`src/rtl/wb_forward_pipe.sv`:
```
// -----------------------------------------------------------------------------
// wb_forward_pipe
// Writeback-to-read bypass with a short history of retired writes.
// Each read port is served, newest first, from the write retiring this cycle,
// then from the retained history (entry 0 newest), else from the register file.
// Address 0 is never forwarded. Results are registered (1-cycle latency).
//
// Ports:
//   clk, rst          clock, asynchronous active-high reset
//   wb_regwrite       writeback stage writes a register this cycle
//   wb_destadd        writeback destination address
//   wb_writedata      writeback data
//   flush             clear history valid bits and out_valid
//   rd_valid          read request present this cycle
//   stall             hold output stage; history only accepts new writes
//   rd_addr           packed read addresses, port i at [i*ADDR_W +: ADDR_W]
//   rf_data           packed register-file read data, same packing
//   out_data          registered forwarded data
//   out_hit           registered per-port bypass flag
//   out_valid         out_data/out_hit valid
//   hit_count         saturating count of forwarded port reads
// -----------------------------------------------------------------------------
module wb_forward_pipe #(
    parameter int DATA_W = 32,
    parameter int ADDR_W = 5,
    parameter int NPORTS = 2,
    parameter int DEPTH  = 2
) (
    input  logic                     clk,
    input  logic                     rst,
    input  logic                     wb_regwrite,
    input  logic [ADDR_W-1:0]        wb_destadd,
    input  logic [DATA_W-1:0]        wb_writedata,
    input  logic                     flush,
    input  logic                     rd_valid,
    input  logic                     stall,
    input  logic [NPORTS*ADDR_W-1:0] rd_addr,
    input  logic [NPORTS*DATA_W-1:0] rf_data,
    output logic [NPORTS*DATA_W-1:0] out_data,
    output logic [NPORTS-1:0]        out_hit,
    output logic                     out_valid,
    output logic [15:0]              hit_count
);

    // Number of set bits in the per-port hit vector, widened for the adder.
    function automatic logic [16:0] f_popcount(input logic [NPORTS-1:0] v);
        logic [16:0] n;
        n = 17'd0;
        for (int i = 0; i < NPORTS; i++) begin
            n = n + {16'd0, v[i]};
        end
        return n;
    endfunction

    logic [DEPTH-1:0]        r_hv;
    logic [ADDR_W-1:0]       r_ha [DEPTH];
    logic [DATA_W-1:0]       r_hd [DEPTH];
    logic [NPORTS*DATA_W-1:0] r_out_data;
    logic [NPORTS-1:0]       r_out_hit;
    logic                    r_out_valid;
    logic [15:0]             r_hit_count;

    logic                     w_wq;
    logic [NPORTS*DATA_W-1:0] w_sel_data;
    logic [NPORTS-1:0]        w_sel_hit;
    logic [16:0]              w_sum;
    logic [15:0]              w_next_count;

    // Writes to register 0 are architecturally discarded, so they never qualify.
    assign w_wq = wb_regwrite && (wb_destadd != {ADDR_W{1'b0}});

    for (genvar gp = 0; gp < NPORTS; gp++) begin : g_port
        logic [ADDR_W-1:0] w_addr;
        logic [DATA_W-1:0] w_data;
        logic              w_hit;

        assign w_addr = rd_addr[gp*ADDR_W +: ADDR_W];

        // Per-port source select; scanning oldest to newest lets newer matches win.
        always_comb begin
            w_data = rf_data[gp*DATA_W +: DATA_W];
            w_hit  = 1'b0;
            if (w_addr != {ADDR_W{1'b0}}) begin
                for (int i = DEPTH - 1; i >= 0; i--) begin
                    if (r_hv[i] && (r_ha[i] == w_addr)) begin
                        w_data = r_hd[i];
                        w_hit  = 1'b1;
                    end else begin
                        w_hit  = w_hit;
                    end
                end
                if (w_wq && (wb_destadd == w_addr)) begin
                    w_data = wb_writedata;
                    w_hit  = 1'b1;
                end else begin
                    w_hit  = w_hit;
                end
            end else begin
                w_hit = 1'b0;
            end
        end

        assign w_sel_data[gp*DATA_W +: DATA_W] = w_data;
        assign w_sel_hit[gp]                   = w_hit;
    end

    assign w_sum        = {1'b0, r_hit_count} + f_popcount(w_sel_hit);
    assign w_next_count = (w_sum > 17'h0FFFF) ? 16'hFFFF : w_sum[15:0];

    // History shift register; a stall freezes it except when a write retires,
    // so retiring writes are never lost.
    always_ff @(posedge clk or posedge rst) begin
        if (rst) begin
            r_hv <= {DEPTH{1'b0}};
            for (int i = 0; i < DEPTH; i++) begin
                r_ha[i] <= {ADDR_W{1'b0}};
                r_hd[i] <= {DATA_W{1'b0}};
            end
        end else if (flush) begin
            r_hv <= {DEPTH{1'b0}};
        end else if (!stall || w_wq) begin
            for (int i = DEPTH - 1; i > 0; i--) begin
                r_hv[i] <= r_hv[i-1];
                r_ha[i] <= r_ha[i-1];
                r_hd[i] <= r_hd[i-1];
            end
            r_hv[0] <= w_wq;
            r_ha[0] <= wb_destadd;
            r_hd[0] <= wb_writedata;
        end else begin
            r_hv <= r_hv;
        end
    end

    // Output stage and hit counter; flush beats stall, stall beats capture.
    always_ff @(posedge clk or posedge rst) begin
        if (rst) begin
            r_out_data  <= {(NPORTS*DATA_W){1'b0}};
            r_out_hit   <= {NPORTS{1'b0}};
            r_out_valid <= 1'b0;
            r_hit_count <= 16'd0;
        end else if (flush) begin
            r_out_valid <= 1'b0;
        end else if (stall) begin
            r_out_valid <= r_out_valid;
        end else if (rd_valid) begin
            r_out_data  <= w_sel_data;
            r_out_hit   <= w_sel_hit;
            r_out_valid <= 1'b1;
            r_hit_count <= w_next_count;
        end else begin
            r_out_valid <= 1'b0;
        end
    end

    assign out_data  = r_out_data;
    assign out_hit   = r_out_hit;
    assign out_valid = r_out_valid;
    assign hit_count = r_hit_count;

endmodule

```
`config.mk`:
```
export PLATFORM = sky130hd
export DESIGN_NAME = wb_forward_pipe
export DESIGN_NICKNAME = d
export VERILOG_FILES = /design/src/rtl/wb_forward_pipe.sv
export SDC_FILE = /design/constraint.sdc
export NUM_CORES = 1
export LEC_CHECK = 0
export CAP_MARGIN = 10
export CORE_ASPECT_RATIO = 0.8
export CORE_MARGIN = 2
export CORE_UTILIZATION = 50
export CTS_CLUSTER_SIZE = 30
export DETAILED_ROUTE_END_ITERATION = 6
export GPL_TIMING_DRIVEN = 0
export PLACE_DENSITY = 0.87
export SLEW_MARGIN = 40
export SYNTH_ARGS = -nofsm -noshare
export SYNTH_HDL_FRONTEND = slang
export SYNTH_SLANG_ARGS = --single-unit
```
`constraint.sdc`:
```
create_clock -name clk -period 6.8 [get_ports clk]
set_clock_uncertainty 0.2 [all_clocks]
set_input_delay 1.36 -clock clk [delete_from_list [all_inputs] [get_ports clk]]
set_output_delay 1.36 -clock clk [all_outputs]
set_load 0.01 [all_outputs]
```
==> out/results.ini <==
[setup_path]
start_kind = input pin
timing.reg2reg.setup_slack_ns = 2.66
crit_type = input pin to flip-flop
worstPathArrival_ns = 5.43
crit_required_ns = 6.95
crit_chain = clkdlybuf4s50_1 > xor2_1 > nor4_4 > nand3_1 > clkbuf_1 > nand3b_1 > and2_1 > fa_1 > ha_1 > nand4_1 > or3_1 > clkbuf_1 > o21ai_1
cp-end-kind = flip-flop
timing.critical_path.mode_cell = clkbuf_1
reg2reg_depth = 12
critPathMaxFanout = 10
slowest_stage = clkdlybuf4s50_1
cpPeakStageDelay_ns = 0.57

[synth]
avgSynthCellArea_um2 = 10.15
yosysTopAreaCell = dfrtp_1
yosysSeqAreaShare = 0.4439
synth-edff-count = 0
ys_warn_count = 0
netlist_top_cells_area = dfrtp_1 44%, mux2_1 9.4%, a221oi_1 9.4%
ys_seq_elements = 159
async_flop_share = 1.000
synth_cells = 883
ys_types = 46
syn_nets = 1002
synth_top_area_frac = 0.4439
syn_area_mm2 = 0.008962
ys.flop_type = dfrtp_1

[clock_tree]
ctsHoldBuffers = 0
clock-sinks = 159
postCtsSetupBuffers = 0
clk_pin_slew_ns = 0.06
clk_latency_ns = 0.44
numCtsBuffers = 17
cts_tree = done
cts-root-buf = clkbuf_16
cts_resized = 0
htreeDepth = 4
cts.path.max_buffers = 2

[timing]
rsz0062_at_grt = false
timing.fmax_mhz = 189.6
min_period_ns = 5.275
min_period_over_period = 0.7757
tightestPinTransition_ns = 0.8319
timing.slew.headroom = 0.4454
hold_violations = 0
fin_ws_ns = 1.525
setup_violations = 0
maxSlewViolCount = 0

[die]
core.rowCount = 43
start_util = 0.5141
core-area_mm2 = 0.01743
pin_count = 200
die_x_um = 153.7
die_h_um = 123.8
die_area_mm2 = 0.01902

[global_routing]
met1_usage = 0.4363
grt.met2_usage = 0.5153
busiest_layer = met2
globalRouteMet3Util = 0.1242
grt_pass1_vias = 9415
grt_start_max_net_pins = 76
antenna_found_initial = 0
grt_first_pass_wirelength_mm = 49.86
grt_overflow = 0
grtUsageTotal = 0.3365

[pwr]
clkPwrFrac = 0.347
p_seq_frac = 0.415
cellLeakagePower_nw = 4.607
p_sw_frac = 0.2976
p_per_area_mw_per_mm2 = 249.1
power_w = 0.002973
ir_drop_uv = 196.0
p_comb_frac = 0.237
power_switching_w = 0.0008848
p_int_w = 0.002088

[final_layout]
antenna_cells = 0
final_nets = 1218
drive_gt1_frac = 0.05486
finalCoreUtilization = 0.6846
synthToLayoutAreaGrowth_pct = 33.16

[routing]
ant_nets = 0
drt-total-wl_mm = 32.26
drt-initial-drc-count = 1395
dr.pass1.iters = 7
wire_per_inst_um = 24.13
vias_per_cell = 6.942
drc_errors = 10
vias = 9281

[status]
failed_checks = design-rule violations
outcome = complete, but fails checks

[worst_hold_path]
hold_depth = 2
hold_class = flip-flop to flip-flop

[placement]
io_buffers = 195
gp_congestion = 0.9269
place_ws_ns = 1.221
dp_hpwl_mm = 21.99

[job]
max-cap-violations = 0

==> cell type report <==
cell class                      instances  area, um^2
Fill cell                            1331        5498
Sequential cell                       159        3979
Buffer                                 94       421.7
Timing Repair Buffer                  197        2007
Multi-Input combinational cell        625        4582
Tap cell                              225       281.5
Clock buffer                           23       508.0
Inverter                                5       26.28
Clock inverter                          9       128.9
==> cell usage after synthesis (all sizes together) (2+ instances only) <==
master / n
a211oi: 32
a21oi: 6
a221oi: 96
and2: 3
and3: 35
buf: 17
clkbuf: 77
dfrtp: 159
inv: 5
mux2: 75
nand2: 18
nand2b: 2
nand3: 43
nand4: 4
nor2: 106
nor3: 2
nor3b: 2
nor4: 7
o21ai: 8
o22ai: 64
o32ai: 64
or2: 3
or3: 4
or4: 3
xnor2: 18
xor2: 19
==> final timing paths <==
check                           start             to
min reg2reg                out_hit[1]     out_hit[1]
max                        rd_addr[1]   hit_count[0]
min in group asynchronous         rst  hit_count[14]
max reg2reg                   r_ha[4]   hit_count[0]
min                        out_hit[1]     out_hit[1]
max in group asynchronous         rst   out_data[15]
==> cell families (layout without fill, tap and decap cells) <==
group	Yosys count	count (layout)	share of synthesized area
buf+inv	99	328	0.04914
mux	76	76	0.09535
compound gates	273	273	0.2398
xor+xnor	37	37	0.03616
flops	159	159	0.4439
simple gates	237	237	0.1319
fa+ha+maj	2	2	0.003630
==> cells in the final DEF, fill, tap and decap left out, drive strengths merged, types with 4 or more instances in the layout <==
| cell type | count |
|---|---|
| inv | 5 |
| clkdlybuf4s50 | 195 |
| o21ai | 8 |
| o32ai | 64 |
| a221oi | 96 |
| o22ai | 64 |
| nand3 | 43 |
| nor4 | 7 |
| dfrtp | 159 |
| nor2 | 106 |
| xor2 | 19 |
| or3 | 4 |
| clkinv | 4 |
| xnor2 | 18 |
| nand4 | 4 |
| a21oi | 6 |
| and3 | 35 |
| clkbuf | 100 |
| buf | 19 |
| a211oi | 32 |
| mux2 | 75 |
| nand2 | 18 |
==> power groups by stage <==
stage          registers [W]  logic [W]  clock network (W)
3_3_place_gp         0.00123   0.000667                  0
6_report             0.00123   0.000706            0.00103
5_1_grt              0.00125   0.000754            0.00107
3_5_place_dp         0.00124   0.000686                  0
2_1_floorplan        0.00124   0.000307                  0
4_1_cts              0.00123   0.000695            0.00103
==> worst max-delay path, delay by kind of cell <==
family                     cells  cell delay, ns
and+or+nand+nor                6            2.02
buffers and inverters          3            1.19
adders and majority gates      2            0.43
xor gates and xnor gates       1            0.26
AOI/OAI and AO/OA              1            0.15
==> metrics by stage <==
stage                     hold WS (ns)  setup TNS [ns]  instances  area, um^2
after CTS                       0.2781               0       1337       11910
after global routing            0.2971               0       1337       11930
after floorplan                 0.2736               0        883        8962
final                           0.2753               0       1337       11930
after detailed placement        0.2650               0       1305       11270
after global placement          0.2592         -195.58       1303       11200
==> metal layers <==
| metal | wire [um] | vias to the layer above |
|---|---|---|
| li1 | - | 3928 |
| met1 | 11880 | 4409 |
| met2 | 14320 | 848 |
| met3 | 5200 | 96 |
| met4 | 857 | 0 |
| met5 | 0 | - |
==> registers in the layout, indices dropped and copies added, names as in the netlist <==
signal,flops
hit_count,16
r_ha,10
r_hd,64
out_valid,1
out_data,64
r_hv,2
out_hit,2
Power figures use the tool's default switching activity.
==> RTL change: new RTL, same flow settings <==
Register the output `hit_count` once more, cleared by the reset; this adds one clock of latency there. The other outputs are not delayed to match.
--- a/src/rtl/wb_forward_pipe.sv
+++ b/src/rtl/wb_forward_pipe.sv
@@ -157,5 +157,11 @@
     assign out_hit   = r_out_hit;
     assign out_valid = r_out_valid;
-    assign hit_count = r_hit_count;
+    always_ff @(posedge clk or posedge rst) begin
+        if (rst) begin
+            hit_count <= '0;
+        end else begin
+            hit_count <= r_hit_count;
+        end
+    end
 
 endmodule
Formal check against the unedited RTL: not equivalent (Yosys sat finds a counterexample within 4 cycles, from zero or initial values and one cycle with rst high).
==> RTL change against the original RTL <==
Power grew 4.9%; sequential cell count grew 16; first-iteration DRC count grew 35%; worst setup slack lost 0.048 ns; fmax shrank 0.90%; combinational power grew 2%; cell area grew 2.4%; wire length grew 9.1%; area after synthesis grew 2.9%; via count grew 7.2%; clock power grew 4%.
==> RTL change: results (changes against the original RTL) <==
{| class="wikitable"
! Metric !! Value
|-
| Depth of the worst hold-timing path || 0 (-2)
|-
| Vias in the first global route || 9717 (+3.2%)
|-
| Worst Reg-to-Reg Cells || 14 (+2)
|-
| Number of cells in the finished layout apart from fillers || 1385 (+3.6%)
|-
| Design Area, Final || 12200 um^2 (+2.4%)
|-
| Setup slack of the worst register-to-register path || 2.61 ns (-0.05 ns)
|-
| RD Place Congestion || 1.00 (+8.3%)
|-
| Mapped Avg Cell Area || 9.97 um^2 (-1.8%)
|-
| Synthesized-area fraction occupied by xor and xnor cells || 0.0360 (-0.000201)
|-
| Worst hold margin || 0.233 ns (-0.0422 ns)
|-
| Multiplexer share of the synthesized area || 0.0731 (-0.0222)
|-
| Post-Route WL || 35200 um (+9.1%)
|-
| Reported leakage power || 4.66 nW (+1.1%)
|-
| Area fraction in compound gates after synthesis || 0.245 (+0.00561)
|-
| Top achievable clock speed || 188 MHz (-0.90%)
|-
| Combinational share of power || 0.231 (-0.006)
|-
| Layout multi-input combinational cell count || 640 (+2.4%)
|-
| Total power per unit cell area || 255 nW/um^2 (+2.4%)
|-
| Setup slack at placement || 1.15 ns (-0.0663 ns)
|-
| Wire length of the first global-routing pass || 53900 um (+8.2%)
|-
| Critical Path Sink || r_hit_count[5]$_DFFE_PP0P_
|-
| Worst R2R Start || r_ha[0]$_DFFE_PP0P_
|-
| Biggest area contributors in the synthesized netlist || sky130_fd_sc_hd__dfrtp_1 47%, sky130_fd_sc_hd__mux2_2 7.2%, sky130_fd_sc_hd__a221oi_1 6.1%
|-
| Number of inserted filler cells in the final layout || 1312 (-1.4%)
|-
| Number of non-clock buffers in the layout || 290 (-0.34%)
|-
| Max-Slew Margin vs Limit || 0.435 (-0.0105)
|-
| Total of buffers placed on input and output ports || 198 (+1.5%)
|-
| Status || complete, no violations
|-
| Startpoint of the lowest-slack hold path || r_hit_count[9]$_DFFE_PP0P_
|-
| Pin count of the biggest net entering global routing || 73 (-3.9%)
|-
| First DRT Iteration DRCs || 1882 (+35%)
|-
| Clock-cell share of area || 0.0514 (-0.00199)
|-
| Maximum resistive drop on vdd || 0.180 mV (-8.0%)
|-
| Net Count, Synth || 1044 (+4.2%)
|-
| Pint || 2.20 mW (+5.1%)
|-
| Sequential share of cell area || 0.358 (+0.0248)
|-
| WP data arrival || 5.42 ns (about the same)
|-
| Multi-input gate share of total cell area || 0.364 (-0.0202)
|-
| Proportion of layout cells with a drive suffix above 1 || 0.101 (+0.0464)
|-
| Area share of buffers outside the clock network || 0.196 (-0.00711)
|-
| Fin nets || 1263 (+3.7%)
|-
| Critical Path Max Stage Delay || 0.66 ns (+0.09 ns)
|-
| Global-route total usage across every layer || 0.358 (+0.0210)
|}
RTL change: changes by cell type in the layout (fill, tap and decap cells not counted), sizes merged, moves of 7 or more:
cell / change
and3: -33
mux2: -16
a211oi: +26
o21ai: +21
nor3: +27
o211a: +7
dfrtp: +16
nand2: +20
inv: +16
a221oi: -32
RTL change: per-layer routing:
layer / up-vias / wire length [um] / share of wire / track usage
met5: - / 0 / 0 / 0
met4: 0 / 1640 / 0.047 / 0.153
met3: 202 / 5460 / 0.16 / 0.128
met2: 1010 / 14800 / 0.42 / 0.512
met1: 4728 / 13300 / 0.38 / 0.492
li1: 4010 / - / - / -
RTL change: critical path, delay by kind of cell:
kind	cells	cell delay, ns
adders and majority gates	2	0.64
buffers and inverters	5	1.67
AOI/OAI and AO/OA	2	0.65
xor gates and xnor gates	1	0.26
and+or+nand+nor	5	0.84
